**config.mk**
```make
export PLATFORM = sky130hd
export DESIGN_NAME = uart_tx_cfg_flat
export DESIGN_NICKNAME = d
export VERILOG_FILES = /design/src/rtl/uart_tx_cfg_if.sv /design/src/rtl/uart_tx_cfg.sv /design/src/flat_wrapper.sv
export SDC_FILE = /design/constraint.sdc
export NUM_CORES = 1
export LEC_CHECK = 0
export ABC_AREA = 0
export CAP_MARGIN = 10
export CORE_ASPECT_RATIO = 0.7
export CORE_MARGIN = 3
export CORE_UTILIZATION = 40
export CTS_BUF_LIST = sky130_fd_sc_hd__clkbuf_2 sky130_fd_sc_hd__clkbuf_4 sky130_fd_sc_hd__clkbuf_8
export DETAILED_ROUTE_END_ITERATION = 10
export GPL_ROUTABILITY_DRIVEN = 1
export PLACE_DENSITY = 0.64
export SLEW_MARGIN = 20
export SYNTH_ARGS = -nofsm -noshare
export SYNTH_HDL_FRONTEND = slang
export SYNTH_SLANG_ARGS = --single-unit
```
**constraint.sdc**
```tcl
create_clock -name clk -period 1.8 [get_ports clk]
set_input_delay 0.54 -clock clk [delete_from_list [all_inputs] [get_ports clk]]
set_output_delay 0.54 -clock clk [all_outputs]
set_load 0.03 [all_outputs]
```
**src/rtl/uart_tx_cfg_if.sv**
```systemverilog
// Bus between a transmit client and uart_tx_cfg.
//   txbyte    : payload to send, LSB first (DATA_BITS wide)
//   senddata  : transmit request, sampled on every rising clk edge while idle
//   txdone    : high while the transmitter is idle and will accept a request
//   tx        : serial line, idle high
//   dbg_state : current FSM state encoding (IDLE=0 START=1 DATA=2 PARITY=3 STOP=4)
// Handshake: a frame is accepted on any rising edge where txdone=1 and
// senddata=1; txdone falls at that same edge and stays low until the final
// stop bit has been held for its full period.
interface uart_tx_cfg_if #(
    parameter int DATA_BITS = 8
);
    logic [DATA_BITS-1:0] txbyte;
    logic                 senddata;
    logic                 txdone;
    logic                 tx;
    logic [2:0]           dbg_state;

    modport master (
        output txbyte, senddata,
        input  txdone, tx, dbg_state
    );

    modport slave (
        input  txbyte, senddata,
        output txdone, tx, dbg_state
    );
endinterface

```
**src/rtl/uart_tx_cfg.sv**
```systemverilog
// Configurable UART transmitter.
//   clk : sole clock, all state on rising edge
//   rst : asynchronous active-high reset
//   bus : uart_tx_cfg_if slave modport (txbyte, senddata in; txdone, tx,
//         dbg_state out)
// Frame: start(0), DATA_BITS payload bits LSB first, optional parity bit,
// STOP_BITS stop bits (1). Every bit is held CLKS_PER_BIT clk cycles.
module uart_tx_cfg #(
    parameter int DATA_BITS    = 8,
    parameter int PARITY       = 0,
    parameter int STOP_BITS    = 1,
    parameter int CLKS_PER_BIT = 16
) (
    input  logic          clk,
    input  logic          rst,
    uart_tx_cfg_if.slave  bus
);
    localparam int CNT_W = $clog2(CLKS_PER_BIT);
    localparam int BIT_W = $clog2(DATA_BITS);
    localparam logic [CNT_W-1:0] CNT_LAST  = CNT_W'(CLKS_PER_BIT - 1);
    localparam logic [BIT_W-1:0] DATA_LAST = BIT_W'(DATA_BITS - 1);
    localparam logic [BIT_W-1:0] STOP_LAST = BIT_W'(STOP_BITS - 1);

    generate
        if (DATA_BITS < 5 || DATA_BITS > 9) begin : g_bad_data_bits
            $error("uart_tx_cfg: DATA_BITS must be 5..9");
        end
        if (PARITY < 0 || PARITY > 2) begin : g_bad_parity
            $error("uart_tx_cfg: PARITY must be 0, 1 or 2");
        end
        if (STOP_BITS < 1 || STOP_BITS > 2) begin : g_bad_stop_bits
            $error("uart_tx_cfg: STOP_BITS must be 1 or 2");
        end
        if (CLKS_PER_BIT < 2) begin : g_bad_clks_per_bit
            $error("uart_tx_cfg: CLKS_PER_BIT must be >= 2");
        end
    endgenerate

    typedef enum logic [2:0] {
        ST_IDLE   = 3'd0,
        ST_START  = 3'd1,
        ST_DATA   = 3'd2,
        ST_PARITY = 3'd3,
        ST_STOP   = 3'd4
    } state_t;

    state_t               state_q, state_d;
    logic [CNT_W-1:0]     cnt_q, cnt_d;
    // Counts data bits in DATA and stop bits in STOP.
    logic [BIT_W-1:0]     bit_q, bit_d;
    logic [DATA_BITS-1:0] shift_q, shift_d;
    logic                 par_q, par_d;
    logic                 tx_q, tx_d;
    logic                 done_q, done_d;
    logic                 period_end;

    assign period_end    = (cnt_q == CNT_LAST);
    assign bus.tx        = tx_q;
    assign bus.txdone    = done_q;
    assign bus.dbg_state = state_q;

    always_ff @(posedge clk or posedge rst) begin
        if (rst) begin
            state_q <= ST_IDLE;
            cnt_q   <= '0;
            bit_q   <= '0;
            shift_q <= '0;
            par_q   <= 1'b0;
            tx_q    <= 1'b1;
            done_q  <= 1'b1;
        end else begin
            state_q <= state_d;
            cnt_q   <= cnt_d;
            bit_q   <= bit_d;
            shift_q <= shift_d;
            par_q   <= par_d;
            tx_q    <= tx_d;
            done_q  <= done_d;
        end
    end

    // tx_d is the level the line takes at the coming edge, so each state
    // computes the value of the *next* bit when its own period ends.
    always_comb begin
        state_d = state_q;
        cnt_d   = cnt_q;
        bit_d   = bit_q;
        shift_d = shift_q;
        par_d   = par_q;
        tx_d    = tx_q;
        done_d  = done_q;

        if (state_q != ST_IDLE) begin
            cnt_d = period_end ? '0 : cnt_q + 1'b1;
        end

        case (state_q)
            ST_IDLE: begin
                tx_d   = 1'b1;
                done_d = 1'b1;
                cnt_d  = '0;
                bit_d  = '0;
                if (bus.senddata) begin
                    shift_d = bus.txbyte;
                    // Parity is fixed at accept time from the full payload.
                    par_d   = (PARITY == 1) ? ~(^bus.txbyte) : (^bus.txbyte);
                    state_d = ST_START;
                    tx_d    = 1'b0;
                    done_d  = 1'b0;
                end
            end
            ST_START: begin
                if (period_end) begin
                    state_d = ST_DATA;
                    tx_d    = shift_q[0];
                    shift_d = shift_q >> 1;
                    bit_d   = '0;
                end
            end
            ST_DATA: begin
                if (period_end) begin
                    if (bit_q == DATA_LAST) begin
                        bit_d = '0;
                        if (PARITY != 0) begin
                            state_d = ST_PARITY;
                            tx_d    = par_q;
                        end else begin
                            state_d = ST_STOP;
                            tx_d    = 1'b1;
                        end
                    end else begin
                        bit_d   = bit_q + 1'b1;
                        tx_d    = shift_q[0];
                        shift_d = shift_q >> 1;
                    end
                end
            end
            ST_PARITY: begin
                if (period_end) begin
                    state_d = ST_STOP;
                    tx_d    = 1'b1;
                    bit_d   = '0;
                end
            end
            ST_STOP: begin
                tx_d = 1'b1;
                if (period_end) begin
                    if (bit_q == STOP_LAST) begin
                        state_d = ST_IDLE;
                        done_d  = 1'b1;
                        bit_d   = '0;
                    end else begin
                        bit_d = bit_q + 1'b1;
                    end
                end
            end
            default: begin
                state_d = ST_IDLE;
                tx_d    = 1'b1;
                done_d  = 1'b1;
                cnt_d   = '0;
                bit_d   = '0;
            end
        endcase
    end
endmodule

```
**src/flat_wrapper.sv**
```systemverilog
// flat-port wrapper written by rule: the top's interface ports become plain ports
module uart_tx_cfg_flat 
#(
    parameter int DATA_BITS    = 8,
    parameter int PARITY       = 0,
    parameter int STOP_BITS    = 1,
    parameter int CLKS_PER_BIT = 16
)
  (clk, rst, bus_txbyte, bus_senddata, bus_txdone, bus_tx, bus_dbg_state);
  uart_tx_cfg_if #(.DATA_BITS(DATA_BITS)) bus_i ();
  input  logic clk;
  input  logic rst;
  input wire logic [$bits(bus_i.txbyte)-1:0] bus_txbyte;
  input wire logic [$bits(bus_i.senddata)-1:0] bus_senddata;
  output wire logic [$bits(bus_i.txdone)-1:0] bus_txdone;
  output wire logic [$bits(bus_i.tx)-1:0] bus_tx;
  output wire logic [$bits(bus_i.dbg_state)-1:0] bus_dbg_state;
  assign bus_i.txbyte = bus_txbyte;
  assign bus_i.senddata = bus_senddata;
  assign bus_txdone = bus_i.txdone;
  assign bus_tx = bus_i.tx;
  assign bus_dbg_state = bus_i.dbg_state;
  uart_tx_cfg #(.DATA_BITS(DATA_BITS), .PARITY(PARITY), .STOP_BITS(STOP_BITS), .CLKS_PER_BIT(CLKS_PER_BIT)) u_core (.clk(clk), .rst(rst), .bus(bus_i));
endmodule
```
==> results.md <==
* Status: finished, violations left
* Failing checks: negative setup slack
* Post-Route Setup TNS at -110 ps
* Final min period at 1840 ps
* Die H at 48.5 um
* EDFF count, synth at 0
* Tightest Pin Transition at 372 ps
* Post-DP HPWL at 1590 um
* Worst vdd ir at 0.000786 V
* Final hold violations at 0
* Pre-CTS setup slack at -114 ps
* Syn-to-layout area delta at 34.6%
* Syn Inst Count at 99
* R2r setup slk at -40 ps
* Final instance area at 1390 um2
* WL/cell at 14.3 um
* Yosys cell types at 37
* Max Cap Viol at 0
* Fmax at 544 MHz
* Clock share of power at 12.7%
* Clock slew at reported path FFs at 70 ps
* Setup violators final at 5
* Via count at 855
* Placed Instances at 151
* Fin util at 60.5%
* Starting density of the core at 44.9%
* Gate power share at 54.6%
* Cell Count, Final, Fillers Out at 158
* Avg Vias per Cell at 5.41
* CTS tree: done
* Crit end category: flop
* FF+latch count, synth at 20
* Slew margin rel. at 75.0%
* Crit Path Category: reg -> reg
* CTS Hold Bufs at 0
* Hold WC Path Type: reg -> reg
* ANT nets after route at 0
* Final period utilization at 102%
* Share of flip-flops with an asynchronous set or reset at 100%
* Num ports at 16
* Router iterations before antenna repair at 4
* Syn avg cell area at 10.4 um2
* Die Width at 66.7 um
* Crit Path Max Fanout at 8
* Initial antenna violation count at 0
* Drt drc at 0
* N_diodes at 0
* Fin. max-slew vios at 0
* Hold Slack at 468 ps
* Clock Root Buffer: clkbuf_8
* Worst path arrival time at 2020 ps
* Clock Path Buffers at 2
* Global-route wire length before repair at 3770 um
* Unrepaired setup endpoints after global routing: true
* Setup Skew at 3.19 ps
* Core footprint at 2290 um2
* Req. time, crit path at 1980 ps
* Pin count of the biggest net entering global routing at 21
* Leak at 0.613 nW
* Pwr Total at 2.49 mW
* Sequential area share after synthesis at 48.8%
* Crit path launch type: flop
* Routed wire length at 2250 um
* H-Tree Depth at 1
* YS warnings at 0
* Post-Syn Nets at 114
* Congestion Overflow GR at 0
* Core Rows at 14
* Sequential Power Share at 32.7%
* Final GP Congestion at 0.756
* Worst setup margin at -37.7 ps
* DRT iter0 DRCs at 30
* Die ar. at 3230 um2
* Total global-route track usage at 15.4%
* IO Port Bufs at 15
* Ys flop type: dfrtp_1
* Clk_lat worst skew at 260 ps
* Power density over the cells at 1800 nW/um2
* Nets@finish at 142
* Share of layout cells above drive strength 1 at 24.6%
* Sink Count at 20
* DP Area at 1280 um2
* Clock buffer count from CTS at 3
* Number of global-route vias before repair at 791
* Mapped Area at 1030 um2
* Switching Share at 38.3%
* Sw power at 955 uW
* P_int at 1.54 mW
[timing repair]
action | 4_1_cts | 5_1_grt
setup endpoints to repair | 11 | 8
endpoints found under the hold margin | 0 | 0
pin swaps | 1 | 2
buffers inserted | 0 | 3
resized for setup | 4 | 5
[flip-flops by register name (all words and copies together), names as in the netlist]
name	flops
u_core.bit_q	3
u_core.shift_q	8
u_core.bus.txdone	1
u_core.cnt_q	4
u_core.bus.tx	1
u_core.bus.dbg_state	3
[final timing paths]
| kind | cells past startpoint | endpoint | from |
|---|---|---|---|
| min | 1 | u_core.cnt_q[0] | u_core.cnt_q[0] |
| max in group asynchronous | 3 | u_core.bus.txdone | rst |
| min in group asynchronous | 3 | u_core.shift_q[5] | rst |
| max | 7 | u_core.shift_q[1] | u_core.bit_q[1] |
| min reg2reg | 1 | u_core.cnt_q[0] | u_core.cnt_q[0] |
| max reg2reg | 7 | u_core.shift_q[1] | u_core.bit_q[1] |
[layout by cell type, fill, tap and decap left out, types with 2 or more instances in the layout]
master and count:
a21oi_1 3, a2bb2oi_1 3, a2bb2oi_2 4, a31oi_1 3, buf_4 12, clkbuf_8 3
clkdlybuf4s50_1 10, dfrtp_1 18, dfstp_2 2, dlygate4sd2_1 4, ha_1 2, inv_1 7
nand2_1 3, nand3_1 4, nor2_1 7, nor3_1 4, o21ai_0 2, o22ai_1 7
xor2_1 2
[metal layers]
| layer | up-vias | wire [um] | global-route usage (%) |
|---|---|---|---|
| met1 | 403 | 1130 | 22.7 |
| li1 | 420 | - | - |
| met2 | 28 | 930 | 20.7 |
| met4 | 0 | 34 | 6.08 |
| met5 | - | 0 | 0 |
| met3 | 4 | 157 | 4.86 |
[power groups by stage]
stage,logic (mW),clock network [mW],registers (mW)
after global routing,1.48,0.351,0.842
after floorplan,0.810,0,0.861
after CTS,1.17,0.332,0.805
after global placement,1.16,0,0.812
after detailed placement,1.20,0,0.814
final,1.36,0.316,0.815
[cell type report]
type                    instances  area [um2]
flip-flops and latches         20         503
clock buffers                   4        48.8
repair buffers                 27         245
inverters                       7        26.3
multi-input cells              68         524
fillers                       194         907
well taps                      32        40.0
[cell usage after synthesis, types with 2 or more instances]
cell / instances / area (um2)
a31oi_1: 3 / 18.8
buf_2: 3 / 15.0
inv_1: 7 / 26.3
ha_1: 4 / 50.1
xor2_1: 2 / 17.5
nor2_1: 7 / 26.3
o22ai_1: 7 / 43.8
dfrtp_1: 18 / 450
nor3_1: 4 / 20.0
a2bb2oi_1: 7 / 61.3
dfstp_2: 2 / 52.6
o21ai_0: 2 / 10.0
and2_1: 2 / 12.5
a21oi_1: 3 / 15.0
nand2_1: 3 / 11.3
nand3_1: 4 / 20.0
[worst max-delay path, stage by stage (launching register included)]
cell and delay, ps:
dfrtp_1 390, ha_2 200, ha_4 160, or3b_4 380, a21oi_4 130, a21boi_4 200, buf_12 140, a2bb2oi_1 160
[cell families (layout without fill, tap and decap cells)]
group / after synthesis / in the layout / share of synthesized area [%]
and+or+nand+nor: 28 / 28 / 14.7
DFF: 20 / 20 / 48.8
muxes: 1 / 1 / 1.09
AOI/OAI and AO/OA: 32 / 32 / 23.7
buffers and inverters: 11 / 38 / 4.37
xor gates and xnor gates: 3 / 3 / 2.55
adders and majority gates: 4 / 4 / 4.85
(Power assumes the default switching activity.)
